**src/rtl/perceptron_seq_learn.sv**
```systemverilog
// ---------------------------------------------------------------------------
// perceptron_seq_learn
//
// Sequential binary perceptron with optional online training.
//
// A classification walks the weight register file one entry per cycle:
// each feature bit that is set adds its signed weight to an accumulator,
// then the bias is added. No multipliers are needed because the features
// are binary. When training is requested and the decision disagrees with
// the label, a second walk nudges every active weight (and the bias) one
// step toward the label. Each weight saturates at the limits of its
// W_W-bit two's-complement range.
//
// Parameters
//   N_IN   number of binary input features (>= 2)
//   W_W    signed weight / bias width in bits (>= 2)
//   ADDR_W derived: width of the weight/bias address (entry N_IN = bias)
//   ACC_W  derived: signed accumulator width, sized so the worst-case sum
//          of N_IN weights plus the bias cannot overflow
//
// Ports
//   clk        clock
//   rst_n      asynchronous active-low reset; clears state and all weights
//   ena        global enable; when low no register changes
//   start      request a classification (sampled only in IDLE)
//   x          feature vector, captured on an accepted start
//   train      captured with start; enables a weight update on a miss
//   label      target class, captured with start
//   wr_en      weight write strobe (honoured only in IDLE)
//   wr_addr    0..N_IN-1 selects a weight, N_IN the bias, others ignored
//   wr_data    signed value to write
//   busy       high whenever the FSM is not in IDLE
//   done       one-cycle pulse when y / acc_out are freshly valid
//   y          class result: 1 iff the final score is >= 0
//   acc_out    signed final score (two's complement, ACC_W bits)
//   updated    one-cycle pulse on the last edge of a weight update
//   dbg_state  current FSM state, for observation only
//
// Handshake: start is a level sampled on every enabled edge in IDLE; there
// is no ready output, busy low means the next start will be taken. Requests
// and writes presented while busy are dropped, never queued.
// ---------------------------------------------------------------------------
module perceptron_seq_learn #(
    parameter int N_IN   = 8,
    parameter int W_W    = 4,
    localparam int ADDR_W = $clog2(N_IN + 1),
    localparam int ACC_W  = W_W + $clog2(N_IN + 1)
) (
    input  logic              clk,
    input  logic              rst_n,
    input  logic              ena,
    input  logic              start,
    input  logic [N_IN-1:0]   x,
    input  logic              train,
    input  logic              label,
    input  logic              wr_en,
    input  logic [ADDR_W-1:0] wr_addr,
    input  logic [W_W-1:0]    wr_data,
    output logic              busy,
    output logic              done,
    output logic              y,
    output logic [ACC_W-1:0]  acc_out,
    output logic              updated,
    output logic [1:0]        dbg_state
);

    // -----------------------------------------------------------------------
    // FSM encoding
    // -----------------------------------------------------------------------
    localparam logic [1:0] S_IDLE   = 2'd0;
    localparam logic [1:0] S_ACCUM  = 2'd1;
    localparam logic [1:0] S_DECIDE = 2'd2;
    localparam logic [1:0] S_UPDATE = 2'd3;

    // Index of the final (bias) step of both the ACCUM and UPDATE walks.
    localparam logic [ADDR_W-1:0] IDX_LAST = ADDR_W'(N_IN);

    // Saturation limits and unit step for the weight arithmetic.
    localparam logic signed [W_W-1:0] W_MAX = {1'b0, {(W_W-1){1'b1}}};
    localparam logic signed [W_W-1:0] W_MIN = {1'b1, {(W_W-1){1'b0}}};
    localparam logic signed [W_W-1:0] W_ONE = W_W'(1);

    // -----------------------------------------------------------------------
    // State registers
    // -----------------------------------------------------------------------
    logic [1:0]              state_q,   state_d;
    logic [ADDR_W-1:0]       idx_q,     idx_d;
    logic signed [ACC_W-1:0] acc_q,     acc_d;
    logic [N_IN-1:0]         x_q,       x_d;
    logic                    train_q,   train_d;
    logic                    label_q,   label_d;
    logic signed [W_W-1:0]   w_q [N_IN];
    logic signed [W_W-1:0]   w_d [N_IN];
    logic signed [W_W-1:0]   bias_q,    bias_d;
    logic                    y_q,       y_d;
    logic signed [ACC_W-1:0] acc_out_q, acc_out_d;
    logic                    done_q,    done_d;
    logic                    updated_q, updated_d;

    // Operand selected by the walk index: weight idx for 0..N_IN-1, bias at
    // N_IN. The bias is always included, so its "feature bit" is 1.
    logic signed [W_W-1:0]   sel_w;
    logic                    sel_x;
    logic signed [ACC_W-1:0] addend;

    // One saturating step of the perceptron rule: +1 toward class 1,
    // -1 toward class 0, clamped at the range limits.
    function automatic logic signed [W_W-1:0] sat_step(
        input logic signed [W_W-1:0] v,
        input logic                  up
    );
        logic signed [W_W-1:0] r;
        if (up) begin
            r = (v == W_MAX) ? v : v + W_ONE;
        end else begin
            r = (v == W_MIN) ? v : v - W_ONE;
        end
        return r;
    endfunction

    // -----------------------------------------------------------------------
    // Operand select (a decoded mux keeps the index width independent of
    // the array depth, so the bias slot at N_IN never indexes past w_q)
    // -----------------------------------------------------------------------
    always_comb begin
        sel_w = bias_q;
        sel_x = 1'b1;
        for (int i = 0; i < N_IN; i++) begin
            if (idx_q == ADDR_W'(i)) begin
                sel_w = w_q[i];
                sel_x = x_q[i];
            end
        end
        // Sign-extend the selected weight to the accumulator width.
        addend = sel_x ? {{(ACC_W-W_W){sel_w[W_W-1]}}, sel_w} : '0;
    end

    // -----------------------------------------------------------------------
    // Next-state logic
    // -----------------------------------------------------------------------
    always_comb begin
        state_d   = state_q;
        idx_d     = idx_q;
        acc_d     = acc_q;
        x_d       = x_q;
        train_d   = train_q;
        label_d   = label_q;
        bias_d    = bias_q;
        y_d       = y_q;
        acc_out_d = acc_out_q;
        done_d    = 1'b0;
        updated_d = 1'b0;
        for (int i = 0; i < N_IN; i++) begin
            w_d[i] = w_q[i];
        end

        case (state_q)
            S_IDLE: begin
                // A write in the same edge as start is safe: the walk only
                // starts reading the register file on the following edge.
                if (wr_en) begin
                    for (int i = 0; i < N_IN; i++) begin
                        if (wr_addr == ADDR_W'(i)) begin
                            w_d[i] = wr_data;
                        end
                    end
                    if (wr_addr == IDX_LAST) begin
                        bias_d = wr_data;
                    end
                end
                if (start) begin
                    x_d     = x;
                    train_d = train;
                    label_d = label;
                    acc_d   = '0;
                    idx_d   = '0;
                    state_d = S_ACCUM;
                end
            end

            S_ACCUM: begin
                acc_d = acc_q + addend;
                if (idx_q == IDX_LAST) begin
                    state_d = S_DECIDE;
                end else begin
                    idx_d = idx_q + 1'b1;
                end
            end

            S_DECIDE: begin
                acc_out_d = acc_q;
                y_d       = ~acc_q[ACC_W-1];
                done_d    = 1'b1;
                // Only a misclassified training sample changes the weights.
                if (train_q && (y_d != label_q)) begin
                    idx_d   = '0;
                    state_d = S_UPDATE;
                end else begin
                    state_d = S_IDLE;
                end
            end

            S_UPDATE: begin
                for (int i = 0; i < N_IN; i++) begin
                    if ((idx_q == ADDR_W'(i)) && x_q[i]) begin
                        w_d[i] = sat_step(w_q[i], label_q);
                    end
                end
                if (idx_q == IDX_LAST) begin
                    bias_d    = sat_step(bias_q, label_q);
                    updated_d = 1'b1;
                    state_d   = S_IDLE;
                end else begin
                    idx_d = idx_q + 1'b1;
                end
            end

            default: begin
                state_d = S_IDLE;
            end
        endcase
    end

    // -----------------------------------------------------------------------
    // Registers. ena gates every update, so the done / updated pulses
    // stretch across disabled cycles until the next enabled edge.
    // -----------------------------------------------------------------------
    always_ff @(posedge clk or negedge rst_n) begin
        if (!rst_n) begin
            state_q   <= S_IDLE;
            idx_q     <= '0;
            acc_q     <= '0;
            x_q       <= '0;
            train_q   <= 1'b0;
            label_q   <= 1'b0;
            bias_q    <= '0;
            y_q       <= 1'b0;
            acc_out_q <= '0;
            done_q    <= 1'b0;
            updated_q <= 1'b0;
            for (int i = 0; i < N_IN; i++) begin
                w_q[i] <= '0;
            end
        end else if (ena) begin
            state_q   <= state_d;
            idx_q     <= idx_d;
            acc_q     <= acc_d;
            x_q       <= x_d;
            train_q   <= train_d;
            label_q   <= label_d;
            bias_q    <= bias_d;
            y_q       <= y_d;
            acc_out_q <= acc_out_d;
            done_q    <= done_d;
            updated_q <= updated_d;
            for (int i = 0; i < N_IN; i++) begin
                w_q[i] <= w_d[i];
            end
        end
    end

    // -----------------------------------------------------------------------
    // Outputs
    // -----------------------------------------------------------------------
    assign busy      = (state_q != S_IDLE);
    assign done      = done_q;
    assign y         = y_q;
    assign acc_out   = acc_out_q;
    assign updated   = updated_q;
    assign dbg_state = state_q;

endmodule

```
**config.mk**
```make
export PLATFORM = sky130hd
export DESIGN_NAME = perceptron_seq_learn
export DESIGN_NICKNAME = d
export VERILOG_FILES = /design/src/rtl/perceptron_seq_learn.sv
export SDC_FILE = /design/constraint.sdc
export NUM_CORES = 1
export LEC_CHECK = 0
export ABC_AREA = 1
export BUFFER_PORTS_ARGS = -buffer_cell sky130_fd_sc_hd__buf_2
export CORE_AREA = 2 2 105 148
export DETAILED_ROUTE_END_ITERATION = 8
export DIE_AREA = 0 0 107 150
export HOLD_SLACK_MARGIN = 0.08
export SETUP_SLACK_MARGIN = 0.15
export SYNTH_ARGS = -nofsm -noshare
export SYNTH_HDL_FRONTEND = slang
export SYNTH_SLANG_ARGS = --single-unit
export TNS_END_PERCENT = 50
```
**constraint.sdc**
```tcl
create_clock -name clk -period 3.6 [get_ports clk]
set_clock_uncertainty 0.1 [all_clocks]
set_input_delay 0.18 -clock clk [delete_from_list [all_inputs] [get_ports clk]]
set_output_delay 0.18 -clock clk [all_outputs]
set_load 0.03 [all_outputs]
```
Word-level counts from Yosys, hierarchy flattened
Index checks and enable logic that the tools add are counted.
- equal/unequal tests: 79
- $add $sub $neg: 20
- muxes and demuxes: 80
- reduce and logical (&&, ||, !) cells: 30
- bitwise gates (word level): 1
- operator list (kind ; number):
    two-way mux 4 bit ; 57
    equality test 4 bit (second input constant) ; 20
    case mux 32 bit (2 select lines) ; 1
    AND reduction 7 bit ; 9
    != test 3 bit (second input constant) ; 18
    != test 2 bit (second input constant) ; 23
    adder 4 x 2 -> 4 bit (second input constant) ; 9
    subtractor 4 x 2 -> 4 bit (second input constant) ; 9
    equality test 4 x 3 -> 1 bit (second input constant) ; 8
    two-way mux 32 bit ; 1
    equality test 4 x 2 -> 1 bit (second input constant) ; 4
    two-way mux 8 bit ; 2
    case mux 8 bit (2 select lines) ; 1
    case mux 4 bit (3 select lines) ; 1
    two-way mux 1 bit ; 11
    logical AND 1 bit ; 9
    adder 8 bit ; 1
    equality test 4 x 1 -> 1 bit (second input constant) ; 2
    logical NOT 4 bit ; 2
    two-way mux 2 bit ; 4
    case mux 2 bit (4 select lines) ; 1
    case mux 4 bit (2 select lines) ; 1
    AND reduction 4 bit ; 2
    AND reduction 3 bit ; 2
    other kinds (9) ; 12
- flip-flop bits (word level): 71
- output and inout bits: 14
- input bits: 23
- logic and storage cells: 229

Depth between registers and ports, before layout
Gate-level depths: netlist of run 1.
- depth after elaboration: 12
- depth in mapped cells: 24
- depth with buffers taken out: 24

Worst setup path before layout of run 1
No wires, ideal clock.
- path kind: register -> register
- start: reg label_q
- end: reg w_q[15] in the netlist's numbering
- setup time: 125 ps
- clock period less this slack: 3047 ps
- stages on the path, launching flop included: 9
- arrival: 2822 ps
- path slack: 553 ps
- cell sequence: dfrtp_1 > inv_1 > clkbuf_1 > ha_1 > a21o_1 > a31oi_1 > o21a_1 > o31ai_1 > mux2_2
- word-level cells in the longest chain between the ends: 3
- RTL lines (element ; RTL line ; RTL):
    from (decl) ; 91 ; logic label_q, label_d;
    from (signal assigned) ; 250 ; label_q <= label_d;
    two-way mux 4 bit ; 113 ; if (up) begin
    two-way mux 4 bit ; 205 ; if ((idx_q == ADDR_W'(i)) && x_q[i]) begin
    case mux 32 bit (2 select lines) ; 157 ; case (state_q)
    to (signal, indexed assignment) ; 257 ; w_q[i] <= w_d[i];
    to (decl) ; 92 ; logic signed [W_W-1:0] w_q [N_IN];
Several ways; a longest one is shown, not always the timed one. The select of a mux whose other input is x is not followed.
A chain may end at the register's enable or synchronous reset.

Final worst setup path of run 1
- start: reg idx_q[0]
- end: reg acc_q[6]
- word-level cells in the longest chain between the ends: 12
- RTL lines (element ; RTL line ; RTL):
    from (decl) ; 87 ; logic [ADDR_W-1:0] idx_q, idx_d;
    from (signal assigned) ; 246 ; idx_q <= idx_d;
    logical NOT 4 bit ; 129 ; if (idx_q == ADDR_W'(i)) begin
    two-way mux 4 bit / two-way mux 1 bit (equally long branches) (8 in a row) ; 129 ;
    two-way mux 8 bit * ; 135 ; addend = sel_x ? {{(ACC_W-W_W){sel_w[W_W-1]}}, sel_w} : '0;
    adder 8 bit * ; 182 ; acc_d = acc_q + addend;
    case mux 8 bit (2 select lines) * ; 157 ;
    to (signal assigned) ; 232 ; acc_q <= '0;
    to (signal assigned) ; 247 ; acc_q <= acc_d;
    to (decl) ; 88 ; logic signed [ACC_W-1:0] acc_q, acc_d;
Every way passes the cells marked *; elsewhere a longest branch is shown, timed or not.

==> flow_metrics.tcl, run 1 <==
set metrics [dict create \
    root_buffer "clkbuf_16" \
    worstRegToRegCells 21 \
    fin_crit_ps 3190 \
    area_growth_pct 16.3 \
    r2r-start "idx_q[0]$_DFFE_PN0P_" \
    die_x_um 107 \
    critPathMaxFanout 8 \
    ys_async_sr_fraction_pct 100 \
    vdd.ir_drop.worst_v 0.000392 \
    timing.slew.headroom_pct 36.8 \
    path_clk_slew_ps 50 \
    io_buffers 36 \
    grt_pass1_wl_mm 23.4 \
    grt_max_degree 72 \
    synth_edf_count 0 \
    hold_path.class "input pin to register" \
    drv_cap 0 \
    cts_tree "done" \
    rows 53 \
    post-synth-top-count-cell "nand2_1" \
    synth_top_cell_area_share_pct 34.9 \
    worstReg2RegEnd "acc_q[6]$_DFFE_PN0P_" \
    ant_nets 0 \
    io_pins 37 \
    ys_warn_count 0 \
    synth_ff_type "dfrtp_1" \
    drive_gt1_share_pct 14.2 \
    worstPathRequired_ps 3730 \
    grt_pass1_vias 4590 \
    fin_crit_sh_pct 88.7 \
    drc 0 \
    hold_depth 3 \
    path_class "register to register" \
    htree_levels 3 \
    antenna_found_initial 0 \
    worstMarginPinSlew_ps 948 \
    core_um2 14800 \
    yosysTopAreaCell "dfrtp_1" \
    place.detailed.hpwl_mm 10.4 \
    synth_nets 725 \
    first_pass_iters 5 \
    tns_ps 0 \
    fill_cells 1559 \
    yosys-top-cells-area "dfrtp_1, nand2_1, ha_1" \
    cp-start-kind "register" \
    drt_iter0_drc 356 \
    min_to "updated$_DFFE_PN0P_" \
    dieArea_um2 16100 \
    synth-seq-area-share_pct 34.9 \
    end_kind "register" \
    crit_arrival_ps 3320 \
    synth_commonest_cells "nand2_1, inv_1, nor2_1" \
    vias 4741 \
    netlist_instances 666 \
    powerDensity_nw_per_um2 1090 \
    setup_viol 0 \
    routed_wl_mm 14.2 \
    hold_violations 0 \
    globalplace.congestion 0.908 \
    holdWs_ps 94.8 \
    via_per_inst 5.17 \
    reg2reg_slack_ps 410 \
    rsz0062_at_grt "true" \
    leakagePower_uw 0.00285 \
    yosys.cell_types.count 43 \
    nets 781 \
    ys_seq_elements 71 \
    netlist_area_um2 5080 \
    clkLatencyLatePin_ps 340 \
    status "finished clean" \
    cts_buffers 9 \
    grt_overflow_total 0 \
    diodes 0 \
    clock-sinks 71 \
    worstHoldStart "ena" \
    fmax_ghz 0.313 \
    final_max_slew_viol_count 0 \
    syn_avg_cell_area_um2 7.63 \
    clock_path_buffers 2 \
    die_h_um 150 \
    start_util_pct 34.4 \
    grt_usage_pct 18.6 \
    avgRoutedWirePerCell_um 15.5 \
]
through the flow:
stage | power [µW] | setup slack [ps] | utilization [%] | std cells | instance area, µm²
5_1_grt | 7170 | 107 | 40.0 | 917 | 5910
2_1_floorplan | 4550 | 553 | - | 666 | 5080
4_1_cts | 6410 | 293 | 39.8 | 914 | 5880
3_3_place_gp | 5500 | 426 | 37.2 | 889 | 5510
6_report | 6470 | 405 | 40.0 | 917 | 5910
3_5_place_dp | 5550 | 308 | 37.2 | 889 | 5510
cells in the final DEF, fill, tap and decap left out, drive strengths merged, types with 3 or more instances in the layout:
cell type / count
dlygate4sd3: 11
a211oi: 10
nor3: 15
dfrtp: 71
clkbuf: 13
o21ai: 62
o22ai: 3
inv: 87
a31oi: 18
mux2: 9
buf: 44
o221ai: 3
a221oi: 6
nor2: 80
nand3b: 4
fa: 10
nand4: 11
a21o: 6
ha: 26
nand3: 34
nand2: 127
o211ai: 4
nor4: 5
a21oi: 42
xor2: 11
routing by layer:
metal / global-route usage (%) / up-vias / wire, µm
met4: 7.92 / 0 / 514
met2: 30.6 / 112 / 6810
li1: - / 2383 / -
met3: 3.22 / 29 / 467
met5: 0 / - / 0
met1: 24.1 / 2217 / 6400
worst max-delay path, stage by stage, from the launching register on:
cell and delay [ps]:
dfrtp_1 420, inv_1 130, ha_2 230, nand2_2 110, o21ai_1 140, nand3_1 80, o211ai_1 80, o21ai_1 120
o211ai_1 200, a221oi_1 100, a21oi_1 150, ha_1 160, inv_1 60, fa_1 360, inv_1 100, nand2_1 60
nor2_1 150, nand2_1 90, nand3_1 80, nand2_1 50, nand3_1 60, nand2_1 50
layout make-up:
| class | instances | area (µm²) | share of cell area [%] |
|---|---|---|---|
| Sequential cell | 71 | 1780 | 30.0 |
| Tap cell | 192 | 240 | 4.06 |
| Inverter | 88 | 330 | 5.58 |
| Clock inverter | 1 | 5.00 | 0.0846 |
| Multi-Input combinational cell | 497 | 2950 | 49.9 |
| Clock buffer | 13 | 260 | 4.40 |
| Timing Repair Buffer | 55 | 353 | 5.97 |
power breakdown:
group          internal (µW)  total [µW]  switching [µW]
logic                   1500        4020            2530
clock network            495         824             328
registers               1180        1630             447
total                   3170        6470            3300
repair_timing:
action / in CTS / in global routing
buffers inserted: 0 / 3
resized for setup: 0 / 6
hold buffers: 11 / 0
endpoints found under the hold margin: 81 / 0
setup endpoints to repair: 0 / 4
kinds of logic after synthesis:
logic type      count (synthesis)  synth area share, %
simple gates                  278                 24.7
fa+ha+maj                      36                 10.3
mux                            10                 2.19
flops                          71                 34.9
compound gates                161                 18.5
xor+xnor                       12                 2.07
buf+inv                        98                 7.26
how the worst max path moves through the flow:
stage	cells past startpoint	startpoint	to	slack [ps]
finish	21	idx_q[0]$_DFFE_PN0P_	acc_q[6]$_DFFE_PN0P_	410
global route	22	idx_q[0]$_DFFE_PN0P_	acc_q[7]$_DFFE_PN0P_	110
detailed placement	21	idx_q[0]$_DFFE_PN0P_	acc_q[6]$_DFFE_PN0P_	310
floorplan	8	label_q$_DFFE_PN0P_	w_q[15]$_DFFE_PN0P_	550
CTS	21	idx_q[0]$_DFFE_PN0P_	acc_q[6]$_DFFE_PN0P_	290
global placement	21	idx_q[0]$_DFFE_PN0P_	acc_q[5]$_DFFE_PN0P_	430
sequential cells by signal (all words and copies together), names as in the netlist:
signal,cells
acc_out,8
updated,1
x_q,8
w_q,32
y,1
dbg_state,2
acc_q,8
done,1
label_q,1
bias_q,4
idx_q,4
train_q,1
No activity file was read; power rests on OpenSTA's default activity.
==> inputs of run 2 (changes only) <==
CORE_AREA = 2 2 82 115   (was 2 2 105 148)
DIE_AREA = 0 0 84 117   (was 0 0 107 150)
PLACE_DENSITY = 0.77   (was unset)
==> flow_metrics.tcl, run 2 (synthesis results as in run 1) <==
set metrics [dict create \
    status "finished clean" \
    place.detailed.hpwl_mm 10.1 \
    path_class "register to register" \
    via_per_inst 5.98 \
    cp-start-kind "register" \
    core_um2 8870 \
    drt_iter0_drc 461 \
    tns_ps 0 \
    root_buffer "clkbuf_16" \
    regMostFlops "w_q" \
    first_pass_iters 7 \
    reg2reg_slack_ps 440 \
    leakagePower_uw 0.00290 \
    clkLatencyLatePin_ps 340 \
    area_growth_pct 16.9 \
    die_h_um 117 \
    setup_viol 0 \
    crit_path_end "acc_q[5]$_DFFE_PN0P_" \
    drc 0 \
    fin_crit_ps 3160 \
    post-place-ws_ps 315 \
    vias 4989 \
    drive_gt1_share_pct 15.5 \
    layout_commonest_cell "nand2_1" \
    drv_cap 0 \
    dieArea_um2 9830 \
    clock_path_buffers 2 \
    rows 41 \
    diodes 0 \
    ant_nets 0 \
    cp-startpoint "idx_q[2]$_DFFE_PN0P_" \
    grt_overflow_total 0 \
    grt_pass1_wl_mm 23.1 \
    timing.slew.headroom_pct 36.6 \
    grt_usage_pct 29.8 \
    cts_buffers 9 \
    final_cell_mix "nand2_1, nor2_1, inv_1" \
    start_util_pct 57.3 \
    end_kind "register" \
    grt_max_degree 72 \
    hold_violations 0 \
    path_clk_slew_ps 60 \
    clock-sinks 71 \
    worstMarginPinSlew_ps 950 \
    nets 781 \
    fin_crit_sh_pct 87.9 \
    largest_reg_flops 32 \
    crit_arrival_ps 3290 \
    antenna_found_initial 0 \
    globalplace.congestion 0.919 \
    htree_levels 3 \
    fmax_ghz 0.316 \
    worstPathRequired_ps 3730 \
    avgRoutedWirePerCell_um 16.9 \
    worstRegToRegCells 19 \
    grt_pass1_vias 4916 \
    io_buffers 36 \
    die_x_um 84 \
    vdd.ir_drop.worst_v 0.000826 \
    hold_depth 5 \
    final_max_slew_viol_count 0 \
    rsz0062_at_grt "false" \
    io_pins 37 \
    routed_wl_mm 14.1 \
    r2r-start "idx_q[2]$_DFFE_PN0P_" \
    cts_tree "done" \
    critPathMaxFanout 9 \
    fin_ws_ps 437 \
    worstReg2RegEnd "acc_q[5]$_DFFE_PN0P_" \
    powerDensity_nw_per_um2 1150 \
    hold_path.class "input pin to register" \
]
-- run 2: cell types whose count changed in the layout (fill, tap and decap cells not counted), sizes merged --
cell | previous run | this run
clkinv | 2 | 3
bufinv | 0 | 3
clkbuf | 13 | 11
-- run 2: critical path, cell delays in order (launching register included) --
cell and delay [ps]:
dfrtp_1 470, nor2_4 220, buf_4 180, nand2_4 80
o21ai_0 110, o221ai_1 170, o21ai_0 100, o211ai_1 110
a221oi_2 250, a21oi_1 80, ha_1 370, nand2_1 80
nor2_1 50, a211oi_2 210, nor2_2 70, nand2_1 80
nand2_1 60, xor2_1 140, nand2_1 60, nand2_1 50
-- run 2: metal layers --
layer | share of wire (%) | vias to the layer above | track usage (%)
met5 | 0 | - | 0
met4 | 3.5 | 0 | 16.0
met3 | 5.5 | 45 | 4.42
met1 | 40 | 2355 | 35.3
li1 | - | 2385 | -
met2 | 51 | 204 | 52.5
-- run 2: per-stage QoR --
stage / area, µm² / std cells / power, µW / util (%) / hold slack [ps]
floorplan: 5080 / 666 / 4550 / - / -216
finish: 5950 / 834 / 6860 / 67.0 / 85.8
CTS: 5870 / 830 / 6660 / 66.1 / 82.3
detailed placement: 5400 / 803 / 5560 / 60.9 / 320
global placement: 5400 / 803 / 5390 / 60.9 / 312
global route: 5950 / 834 / 7490 / 67.0 / 104
-- run 2: how the worst min path moves through the flow --
stage / from / to
floorplan: rst_n / acc_out[0]$_DFFE_PN0P_
global route: wr_data[2] / w_q[30]$_DFFE_PN0P_
CTS: wr_data[2] / w_q[30]$_DFFE_PN0P_
detailed placement: x[5] / x_q[5]$_DFFE_PN0P_
global placement: x[2] / x_q[2]$_DFFE_PN0P_
finish: wr_data[2] / w_q[30]$_DFFE_PN0P_
-- run 2: final cells by class --
cell class                 instances  area (µm²)
clock buffer                      11         253
inverter                          88         330
sequential                        71        1780
tap                              107         134
multi-input combinational        497        2980
fill                             775        2930
timing repair buffer              55         363
clock inverter                     5         104
-- run 2: repair_timing --
action | in CTS | in global routing
hold buffers | 11 | 0
buffers inserted | 0 | 4
endpoints found under the setup margin | 0 | 6
gates resized for setup | 0 | 14
hold endpoints to repair | 81 | 0
-- run 2: power breakdown --
part           leakage [µW]  switching [µW]  internal [µW]
Combinational       0.00187            2580           1560
Clock              0.000176             348            715
Sequential         0.000847             481           1180
